<file path="config.mk">
export PLATFORM = sky130hd
export DESIGN_NAME = acondicionador_botones
export DESIGN_NICKNAME = d
export VERILOG_FILES = /design/src/rtl/acondicionador_botones.sv
export SDC_FILE = /design/constraint.sdc
export NUM_CORES = 1
export LEC_CHECK = 0
export BUFFER_PORTS_ARGS = -buffer_cell sky130_fd_sc_hd__buf_2
export CORE_ASPECT_RATIO = 0.8
export CORE_UTILIZATION = 40
export CTS_BUF_LIST = sky130_fd_sc_hd__clkbuf_4
export DETAILED_ROUTE_END_ITERATION = 12
export MAX_ROUTING_LAYER = met4
export SYNTH_ARGS = -nofsm -noshare
export SYNTH_HDL_FRONTEND = slang
export SYNTH_SLANG_ARGS = --single-unit
</file>
<file path="constraint.sdc">
create_clock -name i_clk -period 8.9 [get_ports i_clk]
set_input_delay 1.335 -clock i_clk [delete_from_list [all_inputs] [get_ports i_clk]]
set_output_delay 1.335 -clock i_clk [all_outputs]
set_load 0.005 [all_outputs]
</file>
<file path="src/rtl/acondicionador_botones.sv">
// ---------------------------------------------------------------------------
// acondicionador_botones
//   Conditions the five raw drum-pad buttons before they reach the scoring
//   block. Each pad is synchronized, debounced, and turned into a single-cycle
//   hit pulse. The block also keeps a sticky pending-hit flag per pad, counts
//   the hits in each cycle, and drives a stretched LED for each pad.
//
// Ports
//   i_clk          game clock
//   i_reset        asynchronous, active-high reset
//   i_enable       game running; when 0, no hit pulses and no new pending sets
//   i_botones[4:0] raw pads, active-high (bit4 = boton1 ... bit0 = boton5)
//   i_ack[4:0]     per-bit clear of o_pendientes, driven by scoring
//   o_estable      debounced pad level
//   o_golpe        one-cycle pulse on each accepted press (0 -> 1)
//   o_pendientes   sticky hit flags
//   o_num_golpes   number of bits set in o_golpe, in the same cycle
//   o_leds         stretched hit indicator, LED_CYCLES long
// ---------------------------------------------------------------------------
module acondicionador_botones #(
  parameter int DEBOUNCE_CYCLES = 250000,
  parameter int CNT_W           = 18,
  parameter int LED_CYCLES      = 2500000,
  parameter int LED_W           = 22
) (
  input  logic       i_clk,
  input  logic       i_reset,
  input  logic       i_enable,
  input  logic [4:0] i_botones,
  input  logic [4:0] i_ack,
  output logic [4:0] o_estable,
  output logic [4:0] o_golpe,
  output logic [4:0] o_pendientes,
  output logic [2:0] o_num_golpes,
  output logic [4:0] o_leds
);

  localparam logic [CNT_W-1:0] DEB_LAST = CNT_W'(DEBOUNCE_CYCLES - 1);
  localparam logic [CNT_W-1:0] CNT_ONE  = CNT_W'(1);
  localparam logic [LED_W-1:0] LED_LOAD = LED_W'(LED_CYCLES);
  localparam logic [LED_W-1:0] LED_ONE  = LED_W'(1);

  logic [4:0]       r_sync1;
  logic [4:0]       r_sync2;
  logic [CNT_W-1:0] r_cnt     [5];
  logic [LED_W-1:0] r_led_cnt [5];
  logic [4:0]       r_estable;
  logic [4:0]       r_golpe;
  logic [4:0]       r_pend;
  logic [2:0]       r_num;

  logic [4:0]       w_differs;
  logic [4:0]       w_accept;
  logic [4:0]       w_golpe_next;
  logic [2:0]       w_num_next;

  // A bit is accepted on the edge where it has differed from the stable
  // level for DEBOUNCE_CYCLES consecutive samples. Only accepted rises
  // generate a pulse, and only while the game is enabled; a press accepted
  // while disabled is simply absorbed into o_estable, so it never pulses later.
  always_comb begin
    w_differs    = r_sync2 ^ r_estable;
    w_accept     = '0;
    w_num_next   = '0;
    for (int i = 0; i < 5; i++) begin
      w_accept[i] = w_differs[i] && (r_cnt[i] == DEB_LAST);
    end
    w_golpe_next = w_accept & r_sync2 & {5{i_enable}};
    for (int i = 0; i < 5; i++) begin
      w_num_next = w_num_next + 3'(w_golpe_next[i]);
    end
  end

  always_ff @(posedge i_clk or posedge i_reset) begin
    if (i_reset) begin
      r_sync1 <= '0;
      r_sync2 <= '0;
    end else begin
      r_sync1 <= i_botones;
      r_sync2 <= r_sync1;
    end
  end

  // Debounce: any sample that matches the stable level restarts the count.
  always_ff @(posedge i_clk or posedge i_reset) begin
    if (i_reset) begin
      r_estable <= '0;
      for (int i = 0; i < 5; i++) begin
        r_cnt[i] <= '0;
      end
    end else begin
      for (int i = 0; i < 5; i++) begin
        if (w_differs[i]) begin
          if (w_accept[i]) begin
            r_estable[i] <= r_sync2[i];
            r_cnt[i]     <= '0;
          end else begin
            r_cnt[i]     <= r_cnt[i] + CNT_ONE;
          end
        end else begin
          r_cnt[i] <= '0;
        end
      end
    end
  end

  // A pending flag is set the cycle after its pulse. Setting wins over
  // acknowledging, so a hit that lands while scoring is acking that pad
  // is not lost.
  always_ff @(posedge i_clk or posedge i_reset) begin
    if (i_reset) begin
      r_golpe <= '0;
      r_num   <= '0;
      r_pend  <= '0;
    end else begin
      r_golpe <= w_golpe_next;
      r_num   <= w_num_next;
      r_pend  <= (r_pend & ~i_ack) | r_golpe;
    end
  end

  // The LED stretch reloads on every hit, so retriggers extend it, and it
  // stops decrementing once it reaches zero.
  always_ff @(posedge i_clk or posedge i_reset) begin
    if (i_reset) begin
      for (int i = 0; i < 5; i++) begin
        r_led_cnt[i] <= '0;
      end
    end else begin
      for (int i = 0; i < 5; i++) begin
        if (r_golpe[i]) begin
          r_led_cnt[i] <= LED_LOAD;
        end else if (r_led_cnt[i] != '0) begin
          r_led_cnt[i] <= r_led_cnt[i] - LED_ONE;
        end
      end
    end
  end

  always_comb begin
    o_leds = '0;
    for (int i = 0; i < 5; i++) begin
      o_leds[i] = (r_led_cnt[i] != '0);
    end
  end

  assign o_estable    = r_estable;
  assign o_golpe      = r_golpe;
  assign o_pendientes = r_pend;
  assign o_num_golpes = r_num;

endmodule

</file>
## Yosys cells after proc, flatten, opt, wreduce, memory -nomap -nowiden

Index checks and enable logic that the tools add are counted.

| storage, ports and cells | value |
|---|---|
| register bits | 228 |
| latch bits | 0 |
| RAM bits | 0 |
| ROM bits | 0 |
| output and inout bits | 23 |
| word-level logic and storage cells | 85 |
| memories kept | 0 |

| cells by class | value |
|---|---|
| add/sub/neg operators | 14 |
| multiply operators | 0 |
| div/mod/pow operators | 0 |
| order comparisons | 0 |
| equality and inequality tests | 5 |
| shift-type cells | 0 |
| muxes and demuxes | 20 |
| bitwise gates (word level) | 6 |
| reduce and logical (&&, ||, !) cells | 20 |

Operators by type and width:

| operator | number |
|---|---|
| $mux W22 | 10 |
| $mux W18 | 10 |
| $reduce_bool A22 Y1 | 5 |
| $sub A22 B1 Y22 const B | 5 |
| $add A18 B1 Y18 const B | 5 |
| $eq A18 B18 Y1 const B | 5 |
| $and A5 B5 Y5 | 3 |
| $reduce_and A2 Y1 | 5 |
| $reduce_bool A2 Y1 | 5 |
| $add A3 B1 Y3 | 2 |
| $logic_and A1 B1 Y1 | 5 |
| $not A5 Y5 | 1 |
| $or A5 B5 Y5 | 1 |
| $xor A5 B5 Y5 | 1 |
| $add A2 B1 Y3 | 1 |
| $add A1 B1 Y2 | 1 |

## Longest topological paths before layout

Gate-level depths: netlist of the first run.

| logic depth | value |
|---|---|
| depth after elaboration | 8 |
| gate-level depth with buffers | 9 |

## Worst setup path after synthesis of the first run

Ideal clock, no wire load.

| timing | value |
|---|---|
| path kind | reg2out |
| start | register r_led_cnt[10] (netlist name) |
| end | output port o_leds[4] |
| arrival | 1.807 ns |
| required time | 7.565 ns |
| setup slack | 5.758 ns |
| cell stages (with the launch flop) | 6 |
| buffers on the path | 2 |
| cell sequence | dfrtp_1 or4_4 or4_1 buf_2 or2_0 clkbuf_2 |

| between the ends | value |
|---|---|
| longest elaborated chain between the ends | 1 |

Ends and longest elaborated chain:

| what | line | text |
|---|---|---|
| from (decl) | 46 | `logic [LED_W-1:0] r_led_cnt [5];` |
| from (signal, indexed assignment) | 134 | `r_led_cnt[i] <= r_led_cnt[i] - LED_ONE;` |
| $reduce_bool A22 Y1 | 143 | `o_leds[i] = (r_led_cnt[i] != '0);` |
| to (decl) | 35 | `output logic [4:0] o_leds` |

No other way between the ends.

## Final worst setup path of the first run

| timing | value |
|---|---|
| start | register r_led_cnt[52] (netlist name) |
| end | output port o_leds[2] |

The elaborated chain is that of the path after synthesis.

==> results.cfg, run 1 <==
[power_and_ir_drop]
p_sw_uw = 477
ir_drop_mv = 0.105
p_int_uw = 1460
p_leak_uw = 0.00604
comb_power_share_pct = 2.2
seq_power_share_pct = 54.4
switching_share_pct = 24.7
p_per_area_mw_per_mm2 = 155
clockPowerShare_pct = 43.5

[grt]
grt_pass1_vias = 7689
grt_overflow_total = 0
track_usage_pct = 15.6
grt_first_pass_wirelength_um = 36300
grt_max_degree = 111
grt_antenna_before_repair = 1

[clock_network]
cts_hold_buffers = 0
cts_setup_buffers = 0
clk_pin_slew_ns = 0.06
cts-root-buf = clkbuf_4
ctsHtreeMaxLevel = 2
insertion_delay_ns = 0.70
cts_tree = built
clock_sinks = 228
cts_inserted_buffers = 59
post_cts_resized = 0
clk_path_buf_depth = 3

[sta]
slew_violations = 0
tightest_slew_ns = 0.949
fmax_ghz = 0.232
rsz0062_at_grt = no
hold_violations = 0
finalSetupViolCount = 0
setup_ws_ns = 4.58
slew_headroom_pct = 36.7
fin_skew_ns = 0.0345
min_period_ns = 4.32
timing.setup.tns_ns = 0
fin_crit_sh_pct = 48.5

[setup_path]
cp-start-kind = flip-flop
crit_path_end_kind = output pin
critPathArrivalTime_ns = 2.98
slowest_delay_ns = 0.73
worstPathRequired_ns = 7.57
critPathKind = flip-flop to output pin
path_cells = nor4_1 -> nand4_1 -> or2_2 -> buf_2
crit_slowest_cell = nor4_1
cp_max_fo = 12

[min_path]
holdCritPathClass = flip-flop to flip-flop

[synthesis]
async_reset_ff_share_pct = 100
synth-edff-count = 0
synth_nets = 1162
synth-seq-area-share_pct = 50.9
syn_area_per_cell_um2 = 9.87
yosysWarnings = 0
syn_area_mm2 = 0.0112
synth-main-ff-cell = dfrtp_1
synth_seq_cells = 228
syn_inst = 1136
yosysUniqueCellTypes = 62

[placement]
post_dp_cell_area_mm2 = 0.0118
dp_hpwl_um = 13400
globalplace.congestion = 0.821
dp_slack_ns = 5.34
port_buffers = 35
placed_cells = 1509

[route]
antenna_left = 0
wl_per_cell_um = 13.1
wl_um = 21200
routed-via-count = 8190
drt-initial-drc-count = 416
drc_errors = 0
drtPass1Iterations = 4
viasPerCell = 5.06

[flow_run]
cap_violations = 0

[final_layout]
syn_to_final_growth_pct = 11.2
layout-drive-gt1-share_pct = 12.5
fin_cells = 1617
final_nets = 1232
fillers = 2663
final_area_mm2 = 0.0125

[die]
die_w_um = 189
boundaryPins = 36
die_h_um = 152
dieArea_mm2 = 0.0287
start_util_pct = 40.9
num_rows = 54
core_area_mm2 = 0.0274

[status]
outcome = finished clean
[layout make-up]
class                      instances  area, µm²  share of cell area [%]
antenna                            2       5.00                  0.0401
clock buffer                      76        571                    4.58
clock inverter                    30        126                    1.01
inverter                          39        154                    1.23
multi-input combinational        837       5230                    42.0
sequential                       228       5710                    45.8
tap                              364        455                    3.65
timing repair buffer              41        220                    1.77
[Yosys cell counts, drive strengths merged (6+ instances only)]
library cell	instances	area, µm²
nand3	49	245
o21ai	34	170
clkbuf	23	87.6
nand3b	8	60.1
and4	6	52.6
xor2	74	648
nand2b	33	206
nor4	45	303
nor2b	8	50.1
or4	16	124
or2	7	43.8
dfrtp	228	5710
o211ai	7	52.6
nand2	58	220
nor4b	8	88.8
ha	11	138
nor2	181	679
a21oi	24	120
buf	9	45.1
or3	23	149
and3	17	106
o31ai	6	45.0
nor3	45	225
xnor2	74	648
or3b	6	52.6
a211oi	12	90.1
inv	39	146
nand4	24	150
mux2	6	67.6
[worst max-delay path: cells and delay by family, from the launching register on]
kind          cells  cell delay [ns]
simple gates      3             1.73
flops             1             0.42
buf+inv           1             0.14
[through the flow]
stage / total power [µW] / hold slack, ns / utilization, %
global placement: 1110 / 0.332 / 42.9
global route: 2040 / 0.356 / 45.5
detailed placement: 1110 / 0.335 / 42.9
floorplan: 1100 / 0.331 / -
finish: 1930 / 0.346 / 45.5
CTS: 1980 / 0.350 / 45.4
[final timing paths]
check / start / endpoint / slack [ns] / depth (start not counted)
worst max-delay path: r_led_cnt[52]$_DFFE_PP0P_ / o_leds[2] / 4.58 / 4
worst min-delay path: r_sync1[2]$_DFF_PP0_ / r_sync2[2]$_DFF_PP0_ / 0.35 / 0
worst max register to register: r_cnt[81]$_DFF_PP0_ / o_num_golpes[1]$_DFF_PP0_ / 5.84 / 7
worst min register to register: r_sync1[2]$_DFF_PP0_ / r_sync2[2]$_DFF_PP0_ / 0.35 / 0
max in group asynchronous: i_reset / r_sync2[2]$_DFF_PP0_ / 6.61 / 3
min in group asynchronous: i_reset / o_pendientes[1]$_DFF_PP0_ / 0.79 / 2
[layer usage]
layer / share of wire (%) / wire length, µm / vias to the layer above / GRT usage [%]
li1: - / - / 4147 / -
met3: 4.1 / 862 / 30 / 3.52
met1: 54 / 11400 / 3889 / 22.8
met4: 1.4 / 293 / 0 / 5.36
met5: 0 / 0 / - / -
met2: 41 / 8700 / 124 / 21.1
[registers in the layout, summed over array words and instances, names as in the netlist]
register	count
r_sync1	5
r_sync2	5
r_led_cnt	110
o_num_golpes	3
o_pendientes	5
r_cnt	90
o_estable	5
o_golpe	5
[power by group through the flow]
| stage | clock network, µW | registers (µW) | logic (µW) |
|---|---|---|---|
| 6_report | 840 | 1050 | 41.7 |
| 5_1_grt | 937 | 1050 | 50.6 |
| 4_1_cts | 888 | 1050 | 44.5 |
| 3_5_place_dp | 0 | 1070 | 44.1 |
| 3_3_place_gp | 0 | 1070 | 43.8 |
| 2_1_floorplan | 0 | 1070 | 32.0 |
[logic make-up (layout without fill, tap and decap cells)]
logic type	after synthesis	in the layout	share of synthesized area (%)
AOI/OAI and AO/OA	111	111	6.36
xor gates and xnor gates	148	148	11.6
adders and majority gates	13	13	1.58
buffers and inverters	71	186	2.49
DFF	228	228	50.9
muxes	10	10	0.959
other	0	2	0
and+or+nand+nor	555	555	26.2
[placed cells by master (no fill, tap or decap), drive strengths merged, types with 41 or more instances in the layout]
| cell | Yosys | routed |
|---|---|---|
| dfrtp | 228 | 228 |
| nor2 | 181 | 181 |
| clkbuf | 23 | 76 |
| xnor2 | 74 | 74 |
| xor2 | 74 | 74 |
| nand2 | 58 | 58 |
| nand3 | 49 | 49 |
| nor3 | 45 | 45 |
| nor4 | 45 | 45 |
| buf | 9 | 41 |
Power figures use the tool's default switching activity.
==> run 2, diff against run 1 <==
--- a/config.mk
+++ b/config.mk
@@ -5,6 +5,7 @@
 export SDC_FILE = /design/constraint.sdc
 export NUM_CORES = 1
 export LEC_CHECK = 0
+export ABC_AREA = 1
 export BUFFER_PORTS_ARGS = -buffer_cell sky130_fd_sc_hd__buf_2
 export CORE_ASPECT_RATIO = 0.8
 export CORE_UTILIZATION = 40
==> constraint.sdc (replaced) <==
create_clock -name i_clk -period 3.6 [get_ports i_clk]
set_input_delay 0.54 -clock i_clk [delete_from_list [all_inputs] [get_ports i_clk]]
set_output_delay 0.54 -clock i_clk [all_outputs]
set_load 0.005 [all_outputs]
==> results.cfg, run 2 <==
[status]
outcome = finished clean

[power_and_ir_drop]
p_leak_uw = 0.00704
ir_drop_mv = 0.235
p_per_area_mw_per_mm2 = 468

[clock_network]
ctsHtreeMaxLevel = 2
clk_pin_slew_ns = 0.07
cts_inserted_buffers = 61
cts_tree = built
clk_path_buf_depth = 3
cts-root-buf = clkbuf_4
clock_sinks = 228
post_cts_resized = 0
insertion_delay_ns = 0.73

[synthesis]
syn_area_mm2 = 0.0130
async_reset_ff_share_pct = 100
synth-adder-area-share_pct = 1.37
yosysTopAreaCellShare_pct = 44.0
synth-edff-count = 0
yosysTopAreaCell = dfrtp_1
synth_mux_area_share_pct = 0
synth_xor_area_share_pct = 2.16
yosysWarnings = 0
synth_nets = 1796
syn_area_per_cell_um2 = 7.32
synth-main-ff-cell = dfrtp_1
synth-seq-area-share_pct = 44.0
synth.area.top_cells = dfrtp_1 (44%), nand2_1 (11%), nor2_1 (11%), inv_1 (6.5%), nand3_1 (5.8%)
syn_inst = 1770
yosys.area_share.simple_pct = 39.3
synth_top_family_by_area = simple AND/OR/NAND/NOR gates
yosysMostFrequentCell = nand2_1
synth_seq_cells = 228
synthTopCellsByCount = nand2_1 (392), nor2_1 (379), dfrtp_1 (228)
synth_compound_area_share_pct = 4.91
yosysUniqueCellTypes = 44

[flow_run]
cap_violations = 0

[final_layout]
top_register = r_led_cnt
fin_cells = 2334
top_regs = r_led_cnt (110), r_cnt (90)
layout.cells.most_common = nand2_1
syn_to_final_growth_pct = 12.0
fillers = 3190
layout-drive-gt1-share_pct = 13.8
final_nets = 1894
largest_reg_flops = 110
final_cell_mix = nand2_1 (392), nor2_1 (379), dfrtp_1 (228)
final_util_pct = 45.9

[sta]
slew_violations = 0
setup_ws_ns = 0.714
min_period_ns = 2.89
fmax_ghz = 0.346
finalSetupViolCount = 0
slew_headroom_pct = 47.2
hold_violations = 0
fin_skew_ns = 0.0316
whs_ns = 0.208
timing.setup.tns_ns = 0
tightest_slew_ns = 0.789
rsz0062_at_grt = no
fin_crit_sh_pct = 80.2

[die]
num_rows = 58
start_util_pct = 41.0
die_w_um = 203
core_area_mm2 = 0.0316
boundaryPins = 36
dieArea_mm2 = 0.0331
die_h_um = 163

[placement]
dp_hpwl_um = 20300
placed_cells = 2214
globalplace.congestion = 0.887
dp_slack_ns = 0.977
port_buffers = 35

[route]
drt-initial-drc-count = 675
drc_errors = 0
drtPass1Iterations = 5
wl_um = 28500
viasPerCell = 4.78
routed-via-count = 11161
wl_per_cell_um = 12.2
antenna_left = 0

[min_path]
holdCritPathClass = input port to flip-flop
hold_start = i_enable

[grt]
grt_antenna_before_repair = 1
track_usage_pct = 18.6
grt_first_pass_wirelength_um = 49800
grt_overflow_total = 0
grt_max_degree = 78
grt_pass1_vias = 10574

[setup_path]
r2r-start = r_cnt[72]$_DFF_PP0_
crit_slowest_cell = dfrtp_1
path_delay_family = simple AND/OR/NAND/NOR gates
critPathArrivalTime_ns = 2.35
cp-start-kind = flip-flop
slowest_delay_ns = 0.38
worstPathRequired_ns = 3.06
critPathKind = flip-flop to output pin
path_cells = inv_1 -> ha_1 -> nand2_1 -> nor2_4 -> nand3_2 -> buf_2
cp_num_buf_inv = 2
crit_path_start = r_led_cnt[0]$_DFFE_PP0P_
cp_max_fo = 13
crit_path_end_kind = output pin
## run 2: cell count changes in the layout (fill, tap and decap cells not counted), sizes merged, moves of 23 or more
cell    delta
nor2     +249
inv      +213
or3       -23
xor2      -51
nand3    +115
nand2b    -33
xnor2     -65
nor4      -44
nand4     +42
nand2    +347
## run 2: final timing paths
path / slack (ns) / depth (start not counted) / end
max: 0.71 / 6 / o_leds[4]
min: 0.21 / 3 / o_golpe[1]$_DFF_PP0_
max reg2reg: 0.97 / 10 / o_num_golpes[1]$_DFF_PP0_
min reg2reg: 0.35 / 0 / r_sync2[4]$_DFF_PP0_
max in group asynchronous: 2.48 / 4 / o_pendientes[1]$_DFF_PP0_
min in group asynchronous: 0.35 / 3 / r_led_cnt[102]$_DFFE_PP0P_
## run 2: final cells by class
type                            instances  area [µm²]  share of cell area, %
Antenna cell                            2        5.00                 0.0345
Sequential cell                       228        5710                   39.3
Timing Repair Buffer                   50         353                   2.43
Multi-Input combinational cell       1271        6190                   42.7
Tap cell                              420         526                   3.62
Inverter                              256         966                   6.66
Clock buffer                           85         638                   4.40
Clock inverter                         22         126                  0.871
## run 2: what timing repair did
item / 4_1_cts / 5_1_grt
hold buffers: 11 / 0
setup buffers: 0 / 0
hold endpoints to repair: 19 / 0
## run 2: metrics by stage
step / total power, µW / area, µm²
after floorplan: 4230 / 13000
after global placement: 4530 / 13600
after detailed placement: 4550 / 13600
after CTS: 6910 / 14500
after global routing: 7320 / 14500
final: 6800 / 14500
## run 2: routing by layer
metal / global-route usage, % / share of wire [%] / vias up
li1: - / - / 5821
met1: 26.5 / 52 / 5098
met2: 26.6 / 41 / 200
met3: 3.86 / 5.2 / 42
met4: 5.09 / 1.6 / 0
met5: - / 0 / -
## run 2: kinds of logic after synthesis
logic type	Yosys count
AOI/OAI and AO/OA	111
xor gates and xnor gates	32
adders and majority gates	13
buffers and inverters	271
DFF	228
and+or+nand+nor	1115
## run 2: worst min-delay path, cell delays in order
cell and delay, ns:
buf_2 0.09, inv_1 0.18, nor3_2 0.08
## run 2: power breakdown
part           total, µW  switching, µW  internal (µW)
clock network       2270           1110           1160
logic               1340            870            466
registers           3190            329           2860
